===== config.mk =====
export PLATFORM = sky130hd
export DESIGN_NAME = uart_rx
export DESIGN_NICKNAME = d
export VERILOG_FILES = /design/src/rtl/uart_rx.sv
export SDC_FILE = /design/constraint.sdc
export NUM_CORES = 1
export LEC_CHECK = 0
export ABC_AREA = 0
export CAP_MARGIN = 20
export CORE_ASPECT_RATIO = 0.5
export CORE_UTILIZATION = 30
export CTS_CLUSTER_SIZE = 25
export DETAILED_ROUTE_END_ITERATION = 6
export PLACE_DENSITY_LB_ADDON = 0.2
export SYNTH_ARGS = -nofsm -noshare
export SYNTH_HDL_FRONTEND = slang
export SYNTH_SLANG_ARGS = --single-unit

===== constraint.sdc =====
create_clock -name clk -period 4.5 [get_ports clk]
set_input_delay 0.9 -clock clk [delete_from_list [all_inputs] [get_ports clk]]
set_output_delay 0.9 -clock clk [all_outputs]
set_load 0.005 [all_outputs]

===== src/rtl/uart_rx.sv =====
// 16x-oversampling UART receiver: start-bit centring, LSB-first data,
// stop-bit check, one-cycle done strobe.
module uart_rx #(
  parameter int data_bits  = 8,
  parameter int stop_ticks = 16,
  parameter int num_ticks  = 16
) (
  input  logic                 clk,
  input  logic                 reset,
  input  logic                 rx,
  input  logic                 tick,
  output logic [data_bits-1:0] dout,
  output logic                 rx_done_tick,
  output logic                 frame_error,
  output logic                 busy
);

  localparam int SMAX = (stop_ticks > num_ticks) ? stop_ticks : num_ticks;
  localparam int SW   = $clog2(SMAX);
  localparam int NW   = $clog2(data_bits);

  localparam logic [SW-1:0] S_MID  = SW'(num_ticks / 2 - 1);
  localparam logic [SW-1:0] S_BIT  = SW'(num_ticks - 1);
  localparam logic [SW-1:0] S_STOP = SW'(stop_ticks - 1);
  localparam logic [NW-1:0] N_LAST = NW'(data_bits - 1);

  typedef enum logic [1:0] {
    IDLE,
    START,
    DATA,
    STOP
  } state_t;

  state_t               state;
  logic [SW-1:0]        s;
  logic [NW-1:0]        n;
  logic [data_bits-1:0] b;
  logic                 rx_m;
  logic                 rx_s;

  // Idle-high line: synchronizer resets to 1 so reset never fakes a start bit
  always_ff @(posedge clk or posedge reset) begin
    if (reset) begin
      rx_m <= 1'b1;
      rx_s <= 1'b1;
    end else begin
      rx_m <= rx;
      rx_s <= rx_m;
    end
  end

  always_ff @(posedge clk or posedge reset) begin
    if (reset) begin
      state        <= IDLE;
      s            <= '0;
      n            <= '0;
      b            <= '0;
      dout         <= '0;
      frame_error  <= 1'b0;
      rx_done_tick <= 1'b0;
    end else begin
      rx_done_tick <= 1'b0;
      unique case (state)
        IDLE: begin
          if (!rx_s) begin
            state <= START;
            s     <= '0;
          end
        end
        START: begin
          if (tick) begin
            if (s == S_MID) begin
              if (!rx_s) begin
                state <= DATA;
                s     <= '0;
                n     <= '0;
              end else begin
                state <= IDLE;
              end
            end else begin
              s <= s + 1'b1;
            end
          end
        end
        DATA: begin
          if (tick) begin
            if (s == S_BIT) begin
              s <= '0;
              b <= {rx_s, b[data_bits-1:1]};
              if (n == N_LAST) begin
                state <= STOP;
              end else begin
                n <= n + 1'b1;
              end
            end else begin
              s <= s + 1'b1;
            end
          end
        end
        STOP: begin
          if (tick) begin
            if (s == S_STOP) begin
              dout         <= b;
              frame_error  <= ~rx_s;
              rx_done_tick <= 1'b1;
              state        <= IDLE;
            end else begin
              s <= s + 1'b1;
            end
          end
        end
        default: state <= IDLE;
      endcase
    end
  end

  assign busy = (state != IDLE);

endmodule


==> impl_metrics.csv <==
group,metric,value,unit
run_status,outcome,"complete, no violations",
synth,synth_edf_count,0,
power_and_ir_drop,ir_worst_vdd,0.1691,mV
final_layout,fillers,387,
clock_tree,cts_tree,"yes",
floorplan,start_util,0.3240,
synth,synth-xor-area-share,0.006718,
synth,yosys-top-cells-count,"27 x dfrtp_1, 18 x mux2_2, 6 x o21ai_0",
final_layout,n_antenna_cell,0,
global_routing,antenna_found_initial,0,
timing,hold_viol,0,
synth,synth.cell_area,1304,µm²
hold_path,holdPathStages,0,
final_layout,finalNetCount,124,
placement,io_buffer_count,14,
timing,holdWs,355.6,ps
synth,synth_compound_area_frac,0.09981,
timing,post-route-period-util,0.5716,
clock_tree,clk_latency,280,ps
drt,drc,0,
synth,syn_inst,99,
timing,rsz0062_at_grt,"no",
synth,synth_nets,106,
drt,viasPerCell,4.878,
critical_path,crit_path_end_kind,"output port",
global_routing,gr-usage-all-layers,0.1180,
timing,worstMarginPinSlew,513.3,ps
final_layout,final_layout_size_suffix_gt1_frac,0.2966,
clock_tree,cts_max_path_buffers,2,
power_and_ir_drop,powerDensity,513.4,nW/µm²
timing,worst_slack,1928,ps
critical_path,required,3600,ps
critical_path,crit_arrival,1670,ps
global_routing,grt_pass1_vias,834,
synth,seq_area_frac_synth,0.5585,
drt,num_vias,839,
synth,yosysWarnings,0,
critical_path,startpoint_type,"flop",
placement,place_ws,1744,ps
placement,routabilityCongestion,0.6878,
clock_tree,clk_pin_slew,70,ps
synth,synth_seq_cells,29,
global_routing,grt_pass1_wl,4029,µm
drt,routed_wl,2234,µm
power_and_ir_drop,leakage,0.0007412,µW
final_layout,final_util,0.4064,
timing,slew_headroom,0.6574,
floorplan,core,4024,µm²
hold_path,min_path_type,"flop to flop",
floorplan,rows,16,
floorplan,io_pins,15,
clock_tree,cts_buffers,5,
synth,async_flop_share,1.000,
timing,slew_viol_final,0,
global_routing,overflow,0,
synth,synth_ff_type,"dfrtp_1",
drt,antenna_left,0,
floorplan,dieArea,4630,µm²
clock_tree,cts-root-buf,"clkbuf_8",
drt,drt_iter0_drc,60,
global_routing,grt_start_max_net_pins,30,
placement,dp_hpwl,1433,µm
drt,wire_per_inst,12.99,µm
timing,setup_tns,0,ps
final_layout,syn2layout_area_growth,25.43,%
clock_tree,cts_max_level,2,
clock_tree,cts_resized,0,
placement,dp_cells,164,
run,drv_cap,0,
synth,synth_top_area_share,0.5182,
critical_path,worst_r2r_path_depth,4,
synth,synth_cell_types,32,
critical_path,worst-setup-path-type,"flop to output port",
clock_tree,cts.sink_count,29,
synth,synth-simple-area-share,0.1315,
floorplan,die_w,95.23,µm
clock_tree,post-cts-setup-buffers,0,
synth,synthAdderAreaFrac,0.02879,
synth,syn_area_per_cell,13.17,µm²
final_layout,final_cells,172,
synth,synth_top_family_by_area,"multiplexers",
critical_path,critical_path.max_fanout,14,
floorplan,die_h,48.62,µm
drt,drtPass1Iterations,4,
synth,synth_mux_area_frac,0.1555,
synth,yosys.area.top_type,"dfrtp_1",
synth,synthMostInstantiatedCell,"dfrtp_1",
timing,setup_violations,0,
timing,period_needed,2572,ps
timing,clock_skew,8.036,ps
timing,fmax,0.3888,GHz
synth,synth.area.top_cells,"dfrtp_1 52%, mux2_2 16%, dfstp_2 4.0%",
clock_tree,ctsHoldBuffers,0,
==> where the power goes <==
group	internal (µW)	switching (µW)	total [µW]
Combinational	91.8	69.8	162
Clock	220	103	323
Sequential	292	63.0	355
Total	604	236	840
==> registers in the layout (all words and copies together) (netlist names), named ones only <==
| register | cells |
|---|---|
| state | 1 |
| n | 3 |
| rx_done_tick | 1 |
| b | 8 |
| s | 4 |
| rx_s | 1 |
| dout | 8 |
| rx_m | 1 |
| frame_error | 1 |
==> cells by family after synthesis <==
logic type,after synthesis
DFF,29
and+or+nand+nor,24
AOI/OAI and AO/OA,18
muxes,18
buffers and inverters,6
adders and majority gates,3
xor gates and xnor gates,1
==> metrics by stage <==
stage / cell area, µm² / total power (µW)
2_1_floorplan: 1304 / 480.5
3_3_place_gp: 1501 / 516.0
3_5_place_dp: 1501 / 521.4
4_1_cts: 1635 / 847.7
5_1_grt: 1635 / 887.9
6_report: 1635 / 839.6
==> path summary, 6_finish.rpt <==
path | slack [ps] | from | to
hold / removal | 360 | rx_m$_DFF_PP1_ | rx_s$_DFF_PP1_
setup reg to reg | 2550 | s[0]$_DFFE_PP0P_ | dout[5]$_DFFE_PP0P_
max in group asynchronous | 3200 | reset | rx_s$_DFF_PP1_
setup / recovery | 1930 | state[0]$_DFFE_PP0P_ | busy
hold reg to reg | 360 | rx_m$_DFF_PP1_ | rx_s$_DFF_PP1_
min in group asynchronous | 980 | reset | dout[3]$_DFFE_PP0P_
==> metal layers <==
metal,up-vias,track usage,part of all wire
met1,419,0.1586,0.50
li1,402,-,-
met4,0,0.06818,0.022
met2,13,0.1619,0.44
met5,-,0,0
met3,5,0.04245,0.039
==> worst max-delay path, stage by stage, from the launching register on <==
cell	delay (ps)
dfrtp_1	660
or2_4	230
clkdlybuf4s50_1	500
==> layout by cell type, fill, tap and decap left out, drive strengths merged, types with 2 or more instances in the layout <==
| master | n |
|---|---|
| dfrtp | 27 |
| mux2 | 18 |
| clkdlybuf4s50 | 14 |
| o21ai | 6 |
| clkbuf | 5 |
| nand3 | 4 |
| nor2 | 4 |
| a31oi | 3 |
| a22o | 3 |
| nand2 | 3 |
| ha | 3 |
| nor3b | 3 |
| nor2b | 2 |
| inv | 2 |
| bufinv | 2 |
| dfstp | 2 |
| nand4 | 2 |
==> area by class of cell <==
| type | instances | area (µm²) | share of cell area |
|---|---|---|---|
| well taps | 54 | 67.56 | 0.04132 |
| inverters | 2 | 7.507 | 0.004591 |
| clock buffers | 5 | 68.82 | 0.04208 |
| multi-input cells | 64 | 550.5 | 0.3366 |
| clock inverters | 3 | 65.06 | 0.03979 |
| flip-flops and latches | 29 | 728.2 | 0.4453 |
| repair buffers | 15 | 147.6 | 0.09028 |
No activity file was read; power rests on OpenSTA's default activity.
